===== src/rtl/lcd_power_sequencer_pkg.sv =====
// Shared types, state encoding and default timing for the LCD panel power sequencer.
package lcd_power_sequencer_pkg;

  localparam int unsigned TIMER_W = 24;

  localparam int unsigned DEF_T_VDD_LVDS    = 10;
  localparam int unsigned DEF_BLANK_FRAMES  = 2;
  localparam int unsigned DEF_T_BL_ON       = 8;
  localparam int unsigned DEF_T_BL_OFF      = 8;
  localparam int unsigned DEF_T_LVDS_OFF    = 6;
  localparam int unsigned DEF_T_COOL        = 20;
  localparam int unsigned DEF_VSYNC_TIMEOUT = 100;

  typedef enum logic [2:0] {
    ST_OFF       = 3'd0,
    ST_VDD_ON    = 3'd1,
    ST_LVDS_WAIT = 3'd2,
    ST_BL_WAIT   = 3'd3,
    ST_RUN       = 3'd4,
    ST_BL_OFF    = 3'd5,
    ST_LVDS_OFF  = 3'd6,
    ST_COOL      = 3'd7
  } seq_state_t;

  typedef struct packed {
    logic vdd;
    logic lvds;
    logic blank;
    logic backlight;
    logic ready;
  } panel_ctrl_t;

  // Panel control levels held while the sequencer sits in a given state.
  function automatic panel_ctrl_t decode_state(input seq_state_t s);
    panel_ctrl_t c;
    c = '0;
    case (s)
      ST_VDD_ON:    c.vdd = 1'b1;
      ST_LVDS_WAIT: begin c.vdd = 1'b1; c.lvds = 1'b1; c.blank = 1'b1; end
      ST_BL_WAIT:   begin c.vdd = 1'b1; c.lvds = 1'b1; end
      ST_RUN:       begin c.vdd = 1'b1; c.lvds = 1'b1; c.backlight = 1'b1; c.ready = 1'b1; end
      ST_BL_OFF:    begin c.vdd = 1'b1; c.lvds = 1'b1; c.blank = 1'b1; end
      ST_LVDS_OFF:  c.vdd = 1'b1;
      default:      c = '0;
    endcase
    return c;
  endfunction

endpackage


===== src/rtl/seq_timer.sv =====
// 24-bit cycle counter with synchronous clear, count enable and compare-to-limit.
module seq_timer
  import lcd_power_sequencer_pkg::*;
(
  input  logic               clk,
  input  logic               rst,
  input  logic               clear,
  input  logic               count,
  input  logic [TIMER_W-1:0] limit,
  output logic               done_c
);

  logic [TIMER_W-1:0] value;

  always_ff @(posedge clk or posedge rst) begin
    if (rst) begin
      value <= '0;
    end else if (clear) begin
      value <= '0;
    end else if (count) begin
      value <= value + TIMER_W'(1);
    end
  end

  assign done_c = (value == limit);

endmodule


===== src/rtl/lcd_power_sequencer.sv =====
// LCD panel power sequencer: VDD -> LVDS -> blanked frames -> backlight, with
// orderly shutdown, cool-down and a sticky vsync watchdog fault.
module lcd_power_sequencer
  import lcd_power_sequencer_pkg::*;
#(
  parameter int unsigned T_VDD_LVDS    = DEF_T_VDD_LVDS,
  parameter int unsigned BLANK_FRAMES  = DEF_BLANK_FRAMES,
  parameter int unsigned T_BL_ON       = DEF_T_BL_ON,
  parameter int unsigned T_BL_OFF      = DEF_T_BL_OFF,
  parameter int unsigned T_LVDS_OFF    = DEF_T_LVDS_OFF,
  parameter int unsigned T_COOL        = DEF_T_COOL,
  parameter int unsigned VSYNC_TIMEOUT = DEF_VSYNC_TIMEOUT
) (
  input  logic       pixelClock,
  input  logic       reset,
  input  logic       enableRequest,
  input  logic       vsync,
  output logic       panelVddEn,
  output logic       lvdsEnable,
  output logic       blankData,
  output logic       backlightEn,
  output logic       panelReady,
  output logic       fault,
  output logic [2:0] seqState
);

  localparam logic [TIMER_W-1:0] LIM_VDD_LVDS = TIMER_W'(T_VDD_LVDS - 1);
  localparam logic [TIMER_W-1:0] LIM_FRAMES   = TIMER_W'(BLANK_FRAMES - 1);
  localparam logic [TIMER_W-1:0] LIM_BL_ON    = TIMER_W'(T_BL_ON - 1);
  localparam logic [TIMER_W-1:0] LIM_BL_OFF   = TIMER_W'(T_BL_OFF - 1);
  localparam logic [TIMER_W-1:0] LIM_LVDS_OFF = TIMER_W'(T_LVDS_OFF - 1);
  localparam logic [TIMER_W-1:0] LIM_COOL     = TIMER_W'(T_COOL - 1);
  localparam logic [TIMER_W-1:0] LIM_WD       = TIMER_W'(VSYNC_TIMEOUT - 1);

  seq_state_t         state, state_next;
  logic               fault_next;
  logic               vsync_q;
  logic               vsync_rise_c;
  logic [TIMER_W-1:0] frame_cnt;
  logic [TIMER_W-1:0] tmr_limit;
  logic               tmr_done_c;
  logic               wd_done_c;
  logic               wd_active_c;
  logic               timeout_c;
  logic               enter_lvds_wait_c;
  panel_ctrl_t        ctrl;

  assign vsync_rise_c      = vsync & ~vsync_q;
  assign wd_active_c       = (state == ST_LVDS_WAIT) || (state == ST_BL_WAIT) || (state == ST_RUN);
  // An edge landing on the expiry cycle still counts as a live frame.
  assign timeout_c         = wd_active_c & wd_done_c & ~vsync_rise_c;
  assign enter_lvds_wait_c = (state_next == ST_LVDS_WAIT) && (state != ST_LVDS_WAIT);

  seq_timer u_state_timer (
    .clk    (pixelClock),
    .rst    (reset),
    .clear  (state_next != state),
    .count  (1'b1),
    .limit  (tmr_limit),
    .done_c (tmr_done_c)
  );

  seq_timer u_vsync_wd (
    .clk    (pixelClock),
    .rst    (reset),
    .clear  (enter_lvds_wait_c | vsync_rise_c),
    .count  (wd_active_c),
    .limit  (LIM_WD),
    .done_c (wd_done_c)
  );

  always_ff @(posedge pixelClock or posedge reset) begin
    if (reset) begin
      state   <= ST_OFF;
      fault   <= 1'b0;
      vsync_q <= 1'b0;
    end else begin
      state   <= state_next;
      fault   <= fault_next;
      vsync_q <= vsync;
    end
  end

  // Blanked-frame counter, restarted on every LVDS_WAIT entry.
  always_ff @(posedge pixelClock or posedge reset) begin
    if (reset) begin
      frame_cnt <= '0;
    end else if (enter_lvds_wait_c) begin
      frame_cnt <= '0;
    end else if ((state == ST_LVDS_WAIT) && vsync_rise_c) begin
      frame_cnt <= frame_cnt + TIMER_W'(1);
    end
  end

  always_comb begin
    state_next = state;
    fault_next = fault;
    tmr_limit  = '0;
    case (state)
      ST_OFF: begin
        if (!enableRequest)   fault_next = 1'b0;
        else if (!fault)      state_next = ST_VDD_ON;
      end
      ST_VDD_ON: begin
        tmr_limit = LIM_VDD_LVDS;
        if (!enableRequest)   state_next = ST_COOL;
        else if (tmr_done_c)  state_next = ST_LVDS_WAIT;
      end
      ST_LVDS_WAIT: begin
        if (!enableRequest || timeout_c)                   state_next = ST_LVDS_OFF;
        else if (vsync_rise_c && (frame_cnt == LIM_FRAMES)) state_next = ST_BL_WAIT;
      end
      ST_BL_WAIT: begin
        tmr_limit = LIM_BL_ON;
        if (!enableRequest || timeout_c) state_next = ST_BL_OFF;
        else if (tmr_done_c)             state_next = ST_RUN;
      end
      ST_RUN: begin
        if (!enableRequest || timeout_c) state_next = ST_BL_OFF;
      end
      ST_BL_OFF: begin
        tmr_limit = LIM_BL_OFF;
        if (tmr_done_c) state_next = ST_LVDS_OFF;
      end
      ST_LVDS_OFF: begin
        tmr_limit = LIM_LVDS_OFF;
        if (tmr_done_c) state_next = ST_COOL;
      end
      ST_COOL: begin
        tmr_limit = LIM_COOL;
        if (tmr_done_c) state_next = ST_OFF;
      end
      default: state_next = ST_OFF;
    endcase
    if (timeout_c) fault_next = 1'b1;
  end

  always_ff @(posedge pixelClock or posedge reset) begin
    if (reset) begin
      ctrl <= '0;
    end else begin
      ctrl <= decode_state(state);
    end
  end

  assign panelVddEn  = ctrl.vdd;
  assign lvdsEnable  = ctrl.lvds;
  assign blankData   = ctrl.blank;
  assign backlightEn = ctrl.backlight;
  assign panelReady  = ctrl.ready;
  assign seqState    = state;

endmodule


===== config.mk =====
export PLATFORM = sky130hd
export DESIGN_NAME = lcd_power_sequencer
export DESIGN_NICKNAME = d
export VERILOG_FILES = /design/src/rtl/lcd_power_sequencer_pkg.sv /design/src/rtl/seq_timer.sv /design/src/rtl/lcd_power_sequencer.sv
export SDC_FILE = /design/constraint.sdc
export NUM_CORES = 1
export LEC_CHECK = 0
export CAP_MARGIN = 15
export CORE_MARGIN = 4
export CORE_UTILIZATION = 55
export DETAILED_ROUTE_END_ITERATION = 8
export PLACE_DENSITY = 0.85
export SYNTH_ARGS = -nofsm -noshare
export SYNTH_HDL_FRONTEND = slang
export SYNTH_HIERARCHICAL = 1
export SYNTH_SLANG_ARGS = --single-unit

===== constraint.sdc =====
create_clock -name pixelClock -period 3.51 [get_ports pixelClock]
set_input_delay 0.702 -clock pixelClock [delete_from_list [all_inputs] [get_ports pixelClock]]
set_output_delay 0.702 -clock pixelClock [all_outputs]
set_load 0.005 [all_outputs]

# Word-level counts from Yosys, hierarchy flattened
# Cells that the tools add are included.
# op_classes
n_reduce_logical	16
n_eq_ne	14
n_addsub	3
n_mux	26
bitwise	6
# ops
op	count
24-bit two-way mux	5
24-bit by 1-bit adder with 24-bit output (second input constant)	3
3-bit two-way mux	12
24-bit by 1-bit equality test with 1-bit output (second input constant)	1
24-bit by 5-bit equality test with 1-bit output	1
24-bit by 7-bit equality test with 1-bit output (second input constant)	1
3-bit case mux with 8 select lines	1
5-bit case mux with 4 select lines	1
3-bit equality test (second input constant)	4
3-bit by 2-bit equality test with 1-bit output (second input constant)	3
1-bit two-way mux	6
2-bit nonzero test	3
6-bit OR reduction	1
2-bit OR reduction	2
4-bit OR reduction	1
1-bit bitwise AND	3
3-bit by 1-bit equality test with 1-bit output (second input constant)	1
1-bit logical AND	3
3-bit logical NOT	1
1-bit logical OR	3
3-bit by 2-bit != test with 1-bit output (second input constant)	1
3-bit != test	1
2-bit two-way mux	1
2-bit by 1-bit != test with 1-bit output (second input constant)	1
4 further kinds	5
# word_totals
output_inout_bits	9
in_bits	4
register_bits	82
word_cells	76

# Depth between registers and ports, before layout
# logic_depth
depth_word	12
mapped_depth	18
depth_no_buf	14

# Modules after synthesis
# The synthesis kept the hierarchy.
# modules_own_cells
module	area_per_inst_um2	seq_area_each_um2	n_inst	cells_per_inst
seq_timer	1515.2	600.6	2	164
lcd_power_sequencer	1855.5	825.8	1	206

# Worst setup path after synthesis
# Ideal clock, no wire load.
# synth_timing
kind	reg-to-reg
start	register state[0] (netlist: seqState[0])
end	register u_vsync_wd.value[22]
setup_time_ns	0.077
path_stages_with_launch	16
t_required_ns	3.433
t_arrival_ns	3.540
n_path_buf	3
setup_slack_ns	-0.107
period_less_slack_ns	3.617
cell_sequence	dfrtp_1 clkbuf_1 inv_1 nor2_1 xor2_1 nor4_1 nand4_1 nor3_1 clkbuf_1 nand3_1 nand2_1 buf_2 o2111ai_2 or4_4 or4_1 a21oi_1
# synth_between
word_cells_on_any_way	35
cone_classes	eq/ne: 10; mux: 15; bitwise: 3; reduce/logical: 7
# synth_lines
element	line	text
start: declaration	lcd_power_sequencer.sv:35	seq_state_t state, state_next;
start signal: assignment	lcd_power_sequencer.sv:78	state <= state_next;
3-bit by 2-bit equality test with 1-bit output / 3-bit equality test (equally long branches)	lcd_power_sequencer.sv:99	case (state)
2-bit OR reduction (no source line)	--	
5-bit case mux with 4 select lines *	lcd_power_sequencer.sv:99	
net tmr_limit[1]	lcd_power_sequencer.sv:40	logic [TIMER_W-1:0] tmr_limit;
24-bit by 5-bit equality test with 1-bit output *	seq_timer.sv:25	assign done_c = (value == limit);
net tmr_done_c	lcd_power_sequencer.sv:41	logic tmr_done_c;
3-bit two-way mux (on tied branches)	lcd_power_sequencer.sv:116, lcd_power_sequencer.sv:107	
3-bit two-way mux (on tied branches)	lcd_power_sequencer.sv:115, lcd_power_sequencer.sv:106	
3-bit case mux with 8 select lines *	lcd_power_sequencer.sv:99	
3-bit by 2-bit equality test with 1-bit output *	lcd_power_sequencer.sv:52	assign enter_lvds_wait_c = (state_next == ST_LVDS_WAIT) && (state != ST_LVDS_WAIT);
1-bit logical AND *	lcd_power_sequencer.sv:52	
1-bit bitwise OR *	lcd_power_sequencer.sv:66	.clear (enter_lvds_wait_c | vsync_rise_c),
24-bit two-way mux / 2-bit nonzero test (equally long branches)	--	
end signal: assignment	seq_timer.sv:21	value <= value + TIMER_W'(1);
end: declaration	seq_timer.sv:13	logic [TIMER_W-1:0] value;
# The timed path passes the listed nets; every way through them passes the cells marked *.
# A chain may end at the register's enable or synchronous reset.

# Final worst setup path
# layout_timing
start	register state[1] (netlist: seqState[1])
end	register u_vsync_wd.value[22]
# The elaborated chain is that of the path after synthesis.

==> flow_summary.json <==
{
  "antenna_left": 0,
  "gp_congestion": 0.872,
  "placed_cells": 684,
  "worstSetupPathType": "reg -> reg",
  "synth_flop_cell": "dfrtp_1",
  "grt_pass1_wl_mm": 18.2,
  "worstPathArrival_ns": 3.65,
  "synth_top_area_share_pct": 41.5,
  "mostFrequentLayoutCells": "81 x dfrtp_1, 49 x conb_1, 45 x xor2_1, 42 x nor2_1, 34 x xnor2_1",
  "setup_viol": 0,
  "final_common_cell": "dfrtp_1",
  "firstDrtPassIters": 5,
  "min_from": "frame_cnt[21]$_DFFE_PP0P_",
  "fin_crit_sh_pct": 95.8,
  "grt_use_total_pct": 21.7,
  "syn_to_final_growth_pct": 12.7,
  "drive_above_1_share_pct": 7.43,
  "worstReg2RegEnd": "u_vsync_wd/value[22]$_DFFE_PP0P_",
  "final_hold_viol_count": 0,
  "synth_warnings": 6,
  "hold_buffers": 0,
  "synth.distinct_cells": 48,
  "grt_setup_unrepaired": "no",
  "cts_num_sinks": 81,
  "synth_area_per_cell_sq_um": 9.15,
  "drv_slew": 0,
  "start_util_pct": 56.3,
  "setup_slack_ns": 0.149,
  "layout.nets": 595,
  "grt_max_degree": 34,
  "clock_skew_ns": 0.0127,
  "status": "completed",
  "drc": 0,
  "min_path_cells": 1,
  "coreArea_sq_um": 8680,
  "reg2reg_depth": 12,
  "vias_per_cell": 5.84,
  "worstPathMaxFanout": 11,
  "die_h_um": 102,
  "timing.rr.start": "seqState[1]$_DFF_PP0_",
  "clkLatencyLatePin_ns": 0.36,
  "cts_buffers": 9,
  "root_buffer": "clkbuf_8",
  "max-cap-violations": 0,
  "yosysTopAreaCell": "dfrtp_1",
  "crit_path_start_kind": "flop",
  "fin_util_pct": 63.4,
  "min_to": "frame_cnt[21]$_DFFE_PP0P_",
  "ys_async_sr_fraction_pct": 100,
  "hold_path.class": "reg -> reg",
  "diodes": 0,
  "fmax_mhz": 297,
  "finalNonFillerCells": 700,
  "leakage_nw": 2.34,
  "ys_ff_latch": 81,
  "cts_tree": "done",
  "cts.htree.levels": 3,
  "io-pin-count": 13,
  "wl_per_cell_um": 15.4,
  "clk_pin_slew_ns": 0.09,
  "dp_hpwl_mm": 7.63,
  "dieArea_sq_um": 10500,
  "drt_iter0_markers": 232,
  "nFillCells": 690,
  "finalCriticalPeriod_ns": 3.36,
  "clk_path_buf_depth": 2,
  "cts_setup_buffers": 0,
  "synth_edf_count": 0,
  "final.setup.tns_ns": 0,
  "totalWireLength_mm": 10.8,
  "relSlewSlack_pct": 37.2,
  "reg2reg_slack_ns": 0.15,
  "syn_area_sq_um": 4890,
  "dr_total_vias": 4087,
  "worstMarginPinSlew_ns": 0.941,
  "end_kind": "flop",
  "die_w_um": 102,
  "port_buffers": 12,
  "ir_drop_v": 0.000221,
  "cp_data_required_time_ns": 3.79,
  "first_global_vias": 3953,
  "pre_cts_slack_ns": 0.191,
  "overflow": 0,
  "synthTopCellsByArea": "dfrtp_1 41%, xor2_1 8.1%, xnor2_1 6.1%",
  "yosysSeqAreaShare_pct": 41.5,
  "power_density_nw_per_um2": 425,
  "antenna_found_initial": 0,
  "syn_inst": 534,
  "num_rows": 34,
  "hold_slack_ns": 0.508
}
[worst max path at each step]
stage | start | cells past startpoint | slack [ns] | to
finish | seqState[1]$_DFF_PP0_ | 12 | 0.15 | u_vsync_wd/value[22]$_DFFE_PP0P_
global route | seqState[1]$_DFF_PP0_ | 12 | 0.03 | u_vsync_wd/value[22]$_DFFE_PP0P_
CTS | seqState[0]$_DFF_PP0_ | 12 | 0.14 | u_vsync_wd/value[22]$_DFFE_PP0P_
detailed placement | seqState[0]$_DFF_PP0_ | 12 | 0.19 | u_vsync_wd/value[22]$_DFFE_PP0P_
global placement | seqState[0]$_DFF_PP0_ | 12 | 0.29 | u_vsync_wd/value[22]$_DFFE_PP0P_
floorplan | seqState[0]$_DFF_PP0_ | 15 | 0.01 | u_vsync_wd/value[22]$_DFFE_PP0P_
[layer usage]
metal | share of wire [%] | global-route usage (%) | wire length (um) | vias up
met4 | 1.6 | 9.18 | 177 | 0
met3 | 3.4 | 3.69 | 366 | 21
met1 | 44 | 28.1 | 4790 | 1996
met2 | 51 | 36.1 | 5450 | 88
li1 | - | - | - | 1982
met5 | 0 | 0 | 0 | -
[logic make-up (layout without fill, tap and decap cells)]
family / after synthesis / after routing / share of synthesized area, %
and+or+nand+nor: 229 / 229 / 26.3
buffers and inverters: 45 / 56 / 4.05
xor gates and xnor gates: 79 / 79 / 14.2
adders and majority gates: 4 / 4 / 1.02
AOI/OAI and AO/OA: 84 / 84 / 10.8
DFF: 81 / 81 / 41.5
muxes: 10 / 10 / 2.10
other: 2 / 49 / 0.154
[power breakdown]
group | internal (W) | switching [W]
combinational | 0.000211 | 0.000248
clock | 0.000423 | 0.000357
sequential | 0.00100 | 0.0000980
total | 0.00164 | 0.000703
[metrics by stage]
stage          power [W]  instance area (sq um)
2_1_floorplan    0.00140                   5070
4_1_cts          0.00234                   5500
3_5_place_dp     0.00157                   5270
6_report         0.00234                   5500
5_1_grt          0.00245                   5500
3_3_place_gp     0.00154                   5270
[critical path, cell delays in order (launching register included)]
cell and delay [ns]:
dfrtp_1 0.46, nand2b_1 0.21, nand2_1 0.10, o21a_1 0.18
xnor2_1 0.17, nand4_1 0.16, nor3_2 0.28, nand3_2 0.12
nand2_1 0.11, o2111ai_2 0.18, or4_4 0.62, or4_1 0.52
a21oi_1 0.15
[state kept, by name, summed over array words and instances (netlist names), 3 cells and up]
register	cells
seqState	3
u_state_timer/value	24
frame_cnt	24
u_vsync_wd/value	24
[area by class of cell]
cell class	count	area (sq um)	area share (%)
Clock inverter	6	90.1	1.64
Clock buffer	10	138	2.50
Inverter	17	63.8	1.16
Tap cell	108	135	2.46
Timing Repair Buffer	23	203	3.68
Multi-Input combinational cell	455	2850	51.7
Sequential cell	81	2030	36.8
[synth_stat cells (3+ instances only)]
library cell / count
xor2_1: 45
mux2i_1: 8
nor2_1: 42
and3_1: 4
inv_1: 17
or2_2: 7
o31ai_1: 17
nor3_1: 12
nor3b_1: 3
o21ai_0: 16
nand2_1: 28
a21oi_1: 33
or4_1: 16
nor4_1: 18
and4_1: 8
nand4b_1: 3
xnor2_1: 34
nor2b_1: 3
a211oi_1: 4
ha_1: 4
or3_1: 19
clkbuf_1: 17
nand2b_1: 3
nand3_1: 28
dfrtp_1: 81
buf_2: 7
nand4_1: 23
a21o_1: 3
[timing repair]
action	CTS	global route
endpoints found under the hold margin	0	0
gates resized for setup	0	1
endpoints found under the setup margin	0	1
Note: power is estimated with default switching activity, not from simulation.
